[src/rtl/alarm_pkg.sv]
// Shared types and constants for the alarm trigger path.
package alarm_pkg;

  typedef enum logic [1:0] {
    ST_IDLE    = 2'd0,
    ST_RINGING = 2'd1,
    ST_SNOOZE  = 2'd2
  } alarm_state_e;

  localparam int unsigned BCD_W = 8;
  localparam logic [BCD_W-1:0] BCD_ZERO = 8'h00;

endpackage

[src/rtl/button_edge.sv]
// Registers a debounced button level and emits a one-cycle registered press pulse on its rising edge.
module button_edge (
  input  logic s_clock,
  input  logic reset,
  input  logic btn,
  output logic press
);

  logic hist_q, hist_d;
  logic press_q, press_d;

  always_comb begin
    hist_d  = btn;
    press_d = btn & ~hist_q;
  end

  always_ff @(posedge s_clock or posedge reset) begin
    if (reset) begin
      hist_q  <= 1'b0;
      press_q <= 1'b0;
    end else begin
      hist_q  <= hist_d;
      press_q <= press_d;
    end
  end

  assign press = press_q;

endmodule

[src/rtl/alarm_trigger_controller.sv]
// Compares BCD time against the alarm on each tick and runs the ring/snooze/stop machine.
module alarm_trigger_controller
  import alarm_pkg::*;
#(
  parameter int unsigned SNOOZE_SECONDS = 300,
  parameter int unsigned RING_TIMEOUT   = 60,
  parameter int unsigned MAX_SNOOZES    = 3
) (
  input  logic             s_clock,
  input  logic             reset,
  input  logic             tick,
  input  logic [BCD_W-1:0] time_hh,
  input  logic [BCD_W-1:0] time_mm,
  input  logic [BCD_W-1:0] time_ss,
  input  logic [BCD_W-1:0] alarm_hh,
  input  logic [BCD_W-1:0] alarm_mm,
  input  logic             alarm_enable,
  input  logic             snooze_btn,
  input  logic             stop_btn,
  output logic             buzzer,
  output logic             ringing,
  output logic             snoozing,
  output logic [9:0]       snooze_left,
  output logic [2:0]       snooze_count
);

  localparam int unsigned RING_W = 8;
  localparam int unsigned LEFT_W = 10;
  localparam int unsigned CNT_W  = 3;

  localparam logic [RING_W-1:0] RING_LAST = RING_W'(RING_TIMEOUT - 1);
  localparam logic [LEFT_W-1:0] SNOOZE_INIT = LEFT_W'(SNOOZE_SECONDS);
  localparam logic [CNT_W-1:0]  SNOOZE_MAX = CNT_W'(MAX_SNOOZES);

  alarm_state_e      state_q, state_d;
  logic [RING_W-1:0] ring_cnt_q, ring_cnt_d;
  logic [LEFT_W-1:0] snooze_left_q, snooze_left_d;
  logic [CNT_W-1:0]  snooze_count_q, snooze_count_d;
  logic              beep_q, beep_d;

  logic snooze_press;
  logic stop_press;
  logic match_c;

  button_edge u_snooze_edge (
    .s_clock (s_clock),
    .reset   (reset),
    .btn     (snooze_btn),
    .press   (snooze_press)
  );

  button_edge u_stop_edge (
    .s_clock (s_clock),
    .reset   (reset),
    .btn     (stop_btn),
    .press   (stop_press)
  );

  // Seconds must be zero so a minute-long match produces exactly one event.
  assign match_c = tick & (time_hh == alarm_hh) & (time_mm == alarm_mm) & (time_ss == BCD_ZERO);

  always_comb begin
    state_d        = state_q;
    ring_cnt_d     = ring_cnt_q;
    snooze_left_d  = snooze_left_q;
    snooze_count_d = snooze_count_q;
    beep_d         = beep_q;

    case (state_q)
      ST_IDLE: begin
        ring_cnt_d    = '0;
        snooze_left_d = '0;
        beep_d        = 1'b0;
        if (alarm_enable && match_c) begin
          state_d        = ST_RINGING;
          snooze_count_d = '0;
          beep_d         = 1'b1;
        end
      end

      ST_RINGING: begin
        if (!alarm_enable || stop_press) begin
          state_d       = ST_IDLE;
          ring_cnt_d    = '0;
          snooze_left_d = '0;
          beep_d        = 1'b0;
        end else if (snooze_press && (snooze_count_q < SNOOZE_MAX)) begin
          state_d        = ST_SNOOZE;
          snooze_left_d  = SNOOZE_INIT;
          snooze_count_d = snooze_count_q + CNT_W'(1);
        end else if (tick) begin
          if (ring_cnt_q == RING_LAST) begin
            state_d       = ST_IDLE;
            ring_cnt_d    = '0;
            snooze_left_d = '0;
            beep_d        = 1'b0;
          end else begin
            ring_cnt_d = ring_cnt_q + RING_W'(1);
            beep_d     = ~beep_q;
          end
        end
      end

      ST_SNOOZE: begin
        // Snooze presses fall through here and are ignored.
        if (!alarm_enable || stop_press) begin
          state_d       = ST_IDLE;
          ring_cnt_d    = '0;
          snooze_left_d = '0;
          beep_d        = 1'b0;
        end else if (tick) begin
          if (snooze_left_q == LEFT_W'(1)) begin
            state_d       = ST_RINGING;
            ring_cnt_d    = '0;
            snooze_left_d = '0;
            beep_d        = 1'b1;
          end else begin
            snooze_left_d = snooze_left_q - LEFT_W'(1);
          end
        end
      end

      default: begin
        state_d       = ST_IDLE;
        ring_cnt_d    = '0;
        snooze_left_d = '0;
        beep_d        = 1'b0;
      end
    endcase
  end

  always_ff @(posedge s_clock or posedge reset) begin
    if (reset) begin
      state_q        <= ST_IDLE;
      ring_cnt_q     <= '0;
      snooze_left_q  <= '0;
      snooze_count_q <= '0;
      beep_q         <= 1'b0;
    end else begin
      state_q        <= state_d;
      ring_cnt_q     <= ring_cnt_d;
      snooze_left_q  <= snooze_left_d;
      snooze_count_q <= snooze_count_d;
      beep_q         <= beep_d;
    end
  end

  assign ringing      = (state_q == ST_RINGING);
  assign snoozing     = (state_q == ST_SNOOZE);
  assign buzzer       = ringing & beep_q;
  assign snooze_left  = snooze_left_q;
  assign snooze_count = snooze_count_q;

endmodule

[config.mk]
export PLATFORM = sky130hd
export DESIGN_NAME = alarm_trigger_controller
export DESIGN_NICKNAME = d
export VERILOG_FILES = /design/src/rtl/alarm_pkg.sv /design/src/rtl/button_edge.sv /design/src/rtl/alarm_trigger_controller.sv
export SDC_FILE = /design/constraint.sdc
export NUM_CORES = 1
export LEC_CHECK = 0
export ABC_AREA = 1
export CORE_MARGIN = 2
export CORE_UTILIZATION = 26
export DETAILED_ROUTE_END_ITERATION = 10
export PLACE_DENSITY = 0.55
export SYNTH_ARGS = -nofsm -noshare
export SYNTH_HDL_FRONTEND = slang
export SYNTH_SLANG_ARGS = --single-unit
[constraint.sdc]
create_clock -name s_clock -period 4 [get_ports s_clock]
set_input_delay 0.6 -clock s_clock [delete_from_list [all_inputs] [get_ports s_clock]]
set_output_delay 0.6 -clock s_clock [all_outputs]
set_load 0.05 [all_outputs]
==> After elaboration in Yosys (flattened, before gate mapping) <==
Cells that the tools add are included.
{ "classes": {"addsub": 3, "n_lt_le_gt_ge": 1, "n_eq_ne": 15, "n_mux": 38, "bitwise": 9, "reduce_logical": 11} }
{ "op_table": {"columns": ["op", "n"], "rows": [
  ["$mux 10", 7],
  ["$mux 8", 7],
  ["$pmux 10 s2", 1],
  ["$eq 8x8->1", 2],
  ["$mux 2", 8],
  ["$pmux 8 s2", 1],
  ["$eq 10x1->1 const B", 1],
  ["$sub 10x1->10 const B", 1],
  ["$mux 3", 3],
  ["$add 8x1->8 const B", 1],
  ["$eq 8x6->1 const B", 1],
  ["$logic_not 8->1", 1],
  ["$mux 1", 8],
  ["$reduce_and 4->1", 2],
  ["$and 1x1->1", 6],
  ["$ne 3x2->1 const B", 2],
  ["$pmux 2 s3", 1],
  ["$pmux 3 s2", 1],
  ["$reduce_and 5->1", 1],
  ["$ne 2x2->1 const B", 2],
  ["$ne 4x1->1 const B", 1],
  ["$ne 4x2->1 const B", 1],
  ["$add 3x1->3 const B", 1],
  ["$lt 3x2->1 const B", 1],
  ["13 further kinds", 16]
]} }
{ "totals": {"ff_bits": 28, "inputBits": 46, "out_inout_bits": 16, "word_cells": 86} }

==> Longest topological paths before layout <==
Gate-level depths: netlist (run 1).
{ "logic_depth": {"ltp_word": 7, "depth_mapped": 11, "mapped_depth_nobuf": 11} }

==> Hierarchy <==
Synthesis (run 1) repeated with hierarchy kept, for this count alone.
{ "hier_totals": {"cells_unflattened": 315, "hier_area_um2": 2135.8} }
{ "modules_own_cells": {"columns": ["mod", "instances", "cells_each", "area_per_inst_um2"], "rows": [
  ["alarm_trigger_controller", 1, 305, 2008.2],
  ["button_edge", 2, 5, 63.8]
]} }

==> Least setup slack after synthesis (run 1) <==
OpenSTA, ideal clock, no wires.
{ "synth_timing": {"kind": "flip-flop to output port", "startpoint": "reg state_q[1]", "endpoint": "out buzzer", "t_arrival_ns": 1.539, "path_slack_ns": 1.861, "stages_incl_launch_ff": 6, "cell_sequence": "dfrtp_1 > inv_1 > ha_1 > buf_4 > nand2_1 > inv_1"} }
{ "synth_via": {"elab_chain_len": 2} }
{ "synth_rtl": {"columns": ["element", "line", "source"], "rows": [
  ["start, declared", "alarm_trigger_controller.sv:35", "alarm_state_e state_q, state_d;"],
  ["start signal, assigned", "alarm_trigger_controller.sv:140", "state_q <= state_d;"],
  ["$eq 2x1->1", "alarm_trigger_controller.sv:148", "assign ringing = (state_q == ST_RINGING);"],
  ["net ringing", "alarm_trigger_controller.sv:21", "output logic ringing,"],
  ["$and 1x1->1", "alarm_trigger_controller.sv:150", "assign buzzer = ringing & beep_q;"],
  ["end, declared", "alarm_trigger_controller.sv:20", "output logic buzzer,"]
]} }
The timed path passes the listed nets, and every way through them passes these cells.

==> Worst setup path in the final report (run 1) <==
{ "layout_timing": {"startpoint": "reg state_q[1]", "endpoint": "out buzzer"} }
{ "layout_via": {"elab_chain_len": 2} }
{ "layout_rtl": {"columns": ["element", "line"], "rows": [
  ["$eq 2x1->1", "alarm_trigger_controller.sv:148"],
  ["$and 1x1->1", "alarm_trigger_controller.sv:150"]
]} }
Every way passes these cells.

==> results of run 1 <==
layer usage:
layer  up-vias  routed length [um]
met4         0                  36
met3         2                 397
li1       1087                   -
met5         -                   0
met1       862                2490
met2        54                2110
worst max-delay path by stage:
stage | endpoint | startpoint | slack, ns | depth (start not counted)
floorplan | buzzer | state_q[1] | 1.86 | 5
global placement | buzzer | state_q[1] | 1.57 | 5
detailed placement | buzzer | state_q[1] | 1.54 | 5
CTS | buzzer | state_q[1] | 1.22 | 5
global route | buzzer | state_q[1] | 1.16 | 5
finish | buzzer | state_q[1] | 1.25 | 5
through the flow:
step | power, mW | instance area, um2 | hold WS (ns)
2_1_floorplan | 0.879 | 2120 | 0.376
3_3_place_gp | 1.06 | 2850 | 0.381
3_5_place_dp | 1.07 | 2850 | 0.381
4_1_cts | 1.25 | 2900 | 0.396
5_1_grt | 1.34 | 2900 | 0.407
6_report | 1.23 | 2900 | 0.394
critical path: stages (launching register included):
cell	delay (ns)
dfrtp_1	0.42
inv_1	0.09
ha_1	0.39
nand2_1	0.10
inv_1	0.06
clkdlybuf4s50_1	0.81
area by class of cell:
type,count,share of cell area (%)
multi-input cells,226,40.4
flip-flops and latches,28,24.1
repair buffers,63,21.6
inverters,58,7.59
well taps,102,4.40
clock buffers,4,1.90
cell usage in the layout, fill, tap and decap left out, types with 2 or more instances in the layout:
cell type	instances
nor2_2	2
nand3_1	21
buf_4	2
nand3_2	2
o21ai_1	10
nand2_1	92
nor3_1	2
clkdlybuf4s50_1	61
ha_1	8
inv_1	50
a21oi_2	4
xor2_1	6
nand4_1	2
dfrtp_1	28
xnor2_1	4
clkbuf_8	4
o21ai_0	5
inv_2	7
nor2_1	44
nand2_4	4
a21oi_1	6
nand2_2	5
state kept, by name, summed over array words and instances (netlist names):
name                  flops
beep_q                    1
state_q                   2
u_stop_edge.hist_q        1
ring_cnt_q                8
u_stop_edge.press         1
u_snooze_edge.press       1
u_snooze_edge.hist_q      1
snooze_count              3
snooze_left              10
kinds of logic (layout without fill, tap and decap cells):
logic type | after synthesis | count (layout)
simple gates | 179 | 179
buf+inv | 61 | 125
compound gates | 29 | 29
flops | 28 | 28
xor+xnor | 10 | 10
fa+ha+maj | 8 | 8
power by group through the flow:
stage	clock network [mW]	registers, mW	logic, mW
after floorplan	0	0.472	0.407
after global placement	0	0.384	0.677
after detailed placement	0	0.384	0.683
after CTS	0.186	0.378	0.686
after global routing	0.195	0.386	0.755
final	0.177	0.378	0.677
==> impl_metrics.tcl, run 1 <==
set metrics [dict create \
    grtUsageMet1_pct 15.1 \
    synth_top_area_share_pct 33.0 \
    syn-cell-area_mm2 0.00212 \
    min_to "u_stop_edge.press" \
    synth_fa_ha_area_share_pct 4.71 \
    p_leak_nw 1.50 \
    critical_path_class "flop to output pin" \
    first_pass_iters 4 \
    overflow 0 \
    drv_slew 0 \
    use_met2_pct 20.2 \
    min-delay-start "u_stop_edge.hist_q" \
    holdPathStages 1 \
    finalHoldViolCount 0 \
    antenna_found_initial 0 \
    synth_cell_types 31 \
    synth-simple-area-share_pct 37.6 \
    synth_top_area_cell "dfrtp_1" \
    power.net_switching_mw 0.568 \
    cts_resized 0 \
    r2r_slack_ns 2.08 \
    endpoint_kind "output pin" \
    initial_utilization_pct 27.2 \
    dp_cells 477 \
    postSynthAreaPerCell_um2 6.74 \
    ff_latch_area_um2 701 \
    fin_nets 434 \
    synthesis.nets 369 \
    fin_cells 481 \
    fin_crit_sh_pct 68.7 \
    fin_ws_ns 1.25 \
    ys_warn_count 0 \
    synth-async-reset-ratio_pct 100 \
    ios 62 \
    h-tree-depth 1 \
    worst_pin_slew_ns 1.06 \
    power_density_mw_per_mm2 425 \
    timing.rr.start "state_q[1]" \
    grt_pass1_wl_um 8520 \
    pwr-share-seq_pct 30.7 \
    clockRootBuffer "clkbuf_8" \
    synth_edf_count 0 \
    synth_compound_gate_area_share_pct 8.83 \
    dp_slack_ns 1.54 \
    grt_busiest_layer "met2" \
    setup-tns-final_ns 0 \
    cts_buffer_depth 2 \
    routed_wl_um 5030 \
    p_sw_share_pct 46.1 \
    seq_area_frac_synth_pct 33.0 \
    synth_xor_area_share_pct 4.12 \
    ant_nets 0 \
    multiInputGateArea_mm2 0.00117 \
    grt_usage_pct 11.6 \
    synthMuxAreaShare_pct 0 \
    drive_above_1_share_pct 9.50 \
    cts_tree "done" \
    cts.sinks 28 \
    grt_start_max_net_pins 29 \
    min_period_ns 2.75 \
    clkPwrFrac_pct 14.4 \
    arrival_ns 2.15 \
    fillers 839 \
    hold_buffers 0 \
    crit_path_max_fanout 9 \
    drtIter0Drc 68 \
    setup_viol_count_final 0 \
    drt-wirelength-per-cell_um 10.5 \
    synth_common_cells "92 x nand2_1, 50 x inv_1, 44 x nor2_1, 28 x dfrtp_1, 21 x nand3_1" \
    port_buffers 61 \
    r2r-end "ring_cnt_q[3]" \
    syn_to_final_growth_pct 36.6 \
    relSlewSlack_pct 29.5 \
    worst_setup_path_start_kind "flop" \
    row_count 32 \
    clkTransAtPathRegs_ns 0.09 \
    synthCells 315 \
    drc 0 \
    dp_hpwl_um 4010 \
    hold_path.class "flop to flop" \
    outcome "completed" \
    vdd_drop_max_uv 276 \
    intPower_mw 0.665 \
    use_met3_pct 2.15 \
    antenna_cells 0 \
    synth.ff_latch_count 28 \
    synth_top_family_by_area "simple AND/OR/NAND/NOR gates" \
    synth-main-ff-cell "dfrtp_1" \
    combPwrFrac_pct 55.0 \
    die_width_um 94.4 \
    fin_skew_ns 0.00733 \
    grt_pass1_vias 1984 \
    clkLatencyLatePin_ns 0.27 \
    core_mm2 0.00781 \
    ff2ff_path_depth 9 \
    rsz0062_at_grt "false" \
    cts_made_buffers 3 \
    cp.required_ns 3.40 \
    synthTopCellsByArea "dfrtp_1 33%, nand2_1 16%, inv_1 8.8%" \
    cap_violations 0 \
    timing.fmax_mhz 364 \
    synthMostInstantiatedCell "nand2_1" \
    viasPerCell 4.17 \
    die_y_um 94.4 \
    routabilityCongestion 0.791 \
    post_cts_buffers 0 \
    num_vias 2005 \
    final_util_pct 37.2 \
    fp.dieArea_mm2 0.00891 \
]
Note: power is estimated with default switching activity, not from simulation.
==> run 2: changes to the inputs <==
--- a/config.mk
+++ b/config.mk
@@ -9,7 +9,7 @@
 export CORE_MARGIN = 2
 export CORE_UTILIZATION = 26
 export DETAILED_ROUTE_END_ITERATION = 10
-export PLACE_DENSITY = 0.55
+export PLACE_DENSITY = 0.57
 export SYNTH_ARGS = -nofsm -noshare
 export SYNTH_HDL_FRONTEND = slang
 export SYNTH_SLANG_ARGS = --single-unit
==> constraint.sdc (replaced) <==
create_clock -name s_clock -period 2.4 [get_ports s_clock]
set_input_delay 0.36 -clock s_clock [delete_from_list [all_inputs] [get_ports s_clock]]
set_output_delay 0.36 -clock s_clock [all_outputs]
set_load 0.05 [all_outputs]
==> run 2 against run 1 <==
Net effect: worst hold slack better by 0.0034 ns; largest power group unchanged; clock power is 44% higher; critical endpoint is now snoozing; final area shrank 0.65%; die area did not move; first-iteration DRC count rose by 4.4%; sequential power increased by 67%; non-clock buffer count did not move; via count rose by 0.95%; critical path depth shrank 2; global-route usage up 0.22 points; total power rose by 64%; combinational power grew 68%.
==> impl_metrics.tcl, run 2 (synthesis results as in run 1) <==
set metrics [dict create \
    outcome "completed" \
    syn_to_final_growth_pct 35.7 \
    dp_cells 477 \
    post_cts_buffers 0 \
    min_period_ns 2.23 \
    rsz0062_at_grt "false" \
    port_buffers 61 \
    timing.fmax_mhz 449 \
    cap_violations 0 \
    antenna_found_initial 0 \
    dp_hpwl_um 4010 \
    drive_above_1_share_pct 9.79 \
    num_vias 2024 \
    endpoint_kind "output pin" \
    crit_path_max_fanout 4 \
    final_util_pct 36.9 \
    viasPerCell 4.22 \
    finalHoldViolCount 0 \
    relSlewSlack_pct 66.4 \
    setup-tns-final_ns 0 \
    drc 0 \
    postLayoutCellArea_mm2 0.00288 \
    worst_setup_path_start_kind "flop" \
    grt_pass1_vias 2015 \
    fin_crit_sh_pct 92.9 \
    holdWs_ns 0.397 \
    row_count 32 \
    cts_made_buffers 3 \
    mostFrequentLayoutCells "92 x nand2_1, 59 x clkdlybuf4s50_1, 50 x inv_1" \
    routabilityCongestion 0.828 \
    cts_resized 0 \
    initial_utilization_pct 27.2 \
    grt_usage_pct 11.8 \
    fillers 843 \
    drtIter0Drc 71 \
    clkLatencyLatePin_ns 0.27 \
    dp_slack_ns 0.375 \
    fin_nets 434 \
    fin_ws_ns 0.171 \
    cts.sinks 28 \
    fin_skew_ns 0.00720 \
    cp.required_ns 2.04 \
    ant_nets 0 \
    clkTransAtPathRegs_ns 0.10 \
    core_mm2 0.00781 \
    setup_viol_count_final 0 \
    power_density_mw_per_mm2 702 \
    critical_path_class "flop to output pin" \
    h-tree-depth 1 \
    worst_pin_slew_ns 0.502 \
    grt_start_max_net_pins 29 \
    cts_tree "done" \
    drv_slew 0 \
    overflow 0 \
    vdd_drop_max_uv 433 \
    hold_path.class "flop to flop" \
    clockRootBuffer "clkbuf_8" \
    placed_area_mm2 0.00284 \
    die_width_um 94.4 \
    fp.dieArea_mm2 0.00891 \
    hold_buffers 0 \
    grt_pass1_wl_um 8600 \
    ios 62 \
    final_common_cell "nand2_1" \
    first_pass_iters 5 \
    fin_total_pwr_mw 2.03 \
    drt-wirelength-per-cell_um 10.4 \
    fin_cells 480 \
    cts_buffer_depth 2 \
    antenna_cells 0 \
    routed_wl_um 5000 \
    p_leak_nw 1.50 \
    arrival_ns 1.87 \
    die_y_um 94.4 \
    largest_reg_flops 10 \
]
[run 2: metal layers]
layer / vias up / wire (um) / GRT usage (%)
li1: 1085 / - / -
met1: 876 / 2330 / 15.1
met2: 57 / 2200 / 19.9
met3: 6 / 397 / 2.63
met4: 0 / 69 / 3.86
met5: - / 0 / 0
[run 2: final timing paths]
| kind | startpoint | to | slack (ns) | cells past startpoint |
|---|---|---|---|---|
| worst max-delay path | state_q[0] | snoozing | 0.17 | 3 |
| worst min-delay path | u_stop_edge.hist_q | u_stop_edge.press | 0.40 | 1 |
| worst max register to register | state_q[0] | ring_cnt_q[3] | 0.52 | 9 |
| worst min register to register | u_stop_edge.hist_q | u_stop_edge.press | 0.40 | 1 |
| max in group asynchronous | reset | snooze_left[0] | 1.69 | 3 |
| min in group asynchronous | reset | ring_cnt_q[4] | 0.45 | 3 |
[run 2: critical path: stages (launching register included)]
cell             delay (ns)
dfrtp_1                0.43
inv_1                  0.09
ha_1                   0.24
clkdlybuf4s50_1        0.83
[run 2: final cells by class]
| cell class | count | area [um2] | area share (%) |
|---|---|---|---|
| clock buffers | 3 | 41.3 | 1.43 |
| inverters | 58 | 220 | 7.64 |
| well taps | 102 | 128 | 4.43 |
| flip-flops and latches | 28 | 701 | 24.3 |
| multi-input cells | 226 | 1170 | 40.7 |
| repair buffers | 63 | 621 | 21.5 |
[run 2: where the power goes]
group,leakage [nW],internal (mW),total [mW],switching (mW)
clock network,0.0216,0.113,0.255,0.143
registers,0.378,0.547,0.633,0.0865
logic,1.10,0.417,1.14,0.719
==> run 3: changes to the inputs <==
--- a/config.mk
+++ b/config.mk
@@ -6,6 +6,7 @@
 export NUM_CORES = 1
 export LEC_CHECK = 0
 export ABC_AREA = 1
+export CORE_ASPECT_RATIO = 0.6
 export CORE_MARGIN = 2
 export CORE_UTILIZATION = 26
 export DETAILED_ROUTE_END_ITERATION = 10
==> run 3 against run 2 <==
Net effect: die area increased by 0.27%; combinational power barely moved; critical path depth unchanged; final area increased by 1.9%; sequential share of layout area decreased by 0.46 points; critical path type unchanged.
==> impl_metrics.tcl, run 3 (synthesis results as in run 1) <==
set metrics [dict create \
    fin_total_pwr_mw 2.20 \
    grt_pass1_vias 1935 \
    crit_slowest_cell "clkdlybuf4s50_1" \
    min_to "u_snooze_edge.press" \
    h-tree-depth 1 \
    min-delay-start "u_snooze_edge.hist_q" \
    r2r_slack_ns 0.57 \
    outcome "completed" \
    min_period_ns 2.19 \
    syn_to_final_growth_pct 38.3 \
    holdPathStages 1 \
    cts_buffer_depth 2 \
    path_cells "inv_1 -> ha_1 -> clkdlybuf4s50_1" \
    core_mm2 0.00791 \
    clkLatencyLatePin_ns 0.26 \
    relSlewSlack_pct 65.8 \
    r2r-end "ring_cnt_q[3]" \
    antenna_cells 0 \
    p_leak_nw 1.52 \
    cts_made_buffers 3 \
    ios 62 \
    fin_crit_sh_pct 91.2 \
    grt_start_max_net_pins 29 \
    overflow 0 \
    power_density_mw_per_mm2 747 \
    initial_utilization_pct 26.8 \
    timing.fmax_mhz 457 \
    routed_wl_um 5390 \
    ant_nets 0 \
    hold_buffers 0 \
    max_stage_delay_ns 0.83 \
    dp_hpwl_um 4350 \
    grt_pass1_wl_um 9230 \
    first_pass_iters 4 \
    post_cts_buffers 0 \
    critical_path_class "flop to output pin" \
    hold_path.class "flop to flop" \
    drt-wirelength-per-cell_um 11.1 \
    drv_slew 0 \
    drtIter0Drc 95 \
    num_vias 2018 \
    die_y_um 74.0 \
    port_buffers 61 \
    drc 0 \
    finalHoldViolCount 0 \
    cp.required_ns 2.04 \
    worst_pin_slew_ns 0.511 \
    fin_nets 434 \
    clockRootBuffer "clkbuf_16" \
    setup-tns-final_ns 0 \
    die_width_um 121 \
    worst_setup_path_start_kind "flop" \
    crit_path_max_fanout 4 \
    arrival_ns 1.83 \
    final_common_cell "nand2_1" \
    mostFrequentLayoutCells "92 x nand2_1, 59 x clkdlybuf4s50_1, 50 x inv_1" \
    row_count 25 \
    fin_skew_ns 0.00360 \
    ff2ff_path_depth 9 \
    clkTransAtPathRegs_ns 0.07 \
    timing.rr.start "state_q[0]" \
    endpoint_kind "output pin" \
    grt_usage_pct 13.0 \
    cts_resized 0 \
    rsz0062_at_grt "false" \
    vdd_drop_max_uv 529 \
    fp.dieArea_mm2 0.00893 \
    drive_above_1_share_pct 10.0 \
    setup_viol_count_final 0 \
    cts.sinks 28 \
    cts_tree "done" \
    cap_violations 0 \
    antenna_found_initial 0 \
    viasPerCell 4.14 \
    largest_reg_flops 10 \
    routabilityCongestion 0.847 \
]
==> run 3: changes by cell type in the layout (fill, tap and decap cells not counted) <==
cell and delta:
clkbuf_16 +3, clkbuf_8 -2
==> run 3: how the worst max path moves through the flow <==
stage,from,endpoint,depth (start not counted)
2_1_floorplan,state_q[1],snooze_left[9],11
6_report,state_q[0],snoozing,3
4_1_cts,state_q[0],snoozing,3
3_5_place_dp,tick,snooze_count[0],12
3_3_place_gp,tick,snooze_count[2],12
5_1_grt,state_q[0],snoozing,3
==> run 3: final cells by class <==
cell class	count	area, um2
clock buffers	4	88.8
fillers	817	4970
inverters	58	220
multi-input cells	226	1170
flip-flops and latches	28	701
well taps	108	135
repair buffers	63	621
==> run 3: where the power goes <==
part           leakage (nW)  internal [mW]  switching (mW)
registers             0.378          0.547          0.0847
clock network        0.0442          0.256           0.163
logic                  1.10          0.418           0.728
==> run 3: stage by stage <==
| step | instances | area [um2] | hold WS, ns | worst slack [ns] | utilization [%] |
|---|---|---|---|---|---|
| 4_1_cts | 487 | 2940 | 0.397 | 0.206 | 37.1 |
| 3_3_place_gp | 483 | 2850 | 0.380 | 0.435 | 36.0 |
| 2_1_floorplan | 315 | 2120 | 0.376 | 0.330 | - |
| 3_5_place_dp | 483 | 2850 | 0.387 | 0.403 | 36.0 |
| 6_report | 487 | 2940 | 0.391 | 0.211 | 37.1 |
| 5_1_grt | 487 | 2940 | 0.407 | 0.137 | 37.1 |
==> run 3: worst max-delay path, delay by kind of cell (launching register included) <==
kind	cells	cell delay (ns)
buffers and inverters	2	0.93
DFF	1	0.42
adders and majority gates	1	0.22
==> run 3: metal layers <==
layer / wire length (um) / track usage, % / share of wire, % / vias to the layer above
met5: 0 / 0 / 0 / -
met4: 24 / 1.55 / 0.45 / 0
met3: 148 / 2.53 / 2.7 / 4
met2: 2180 / 20.0 / 40 / 24
met1: 3040 / 19.4 / 56 / 903
li1: - / - / - / 1087
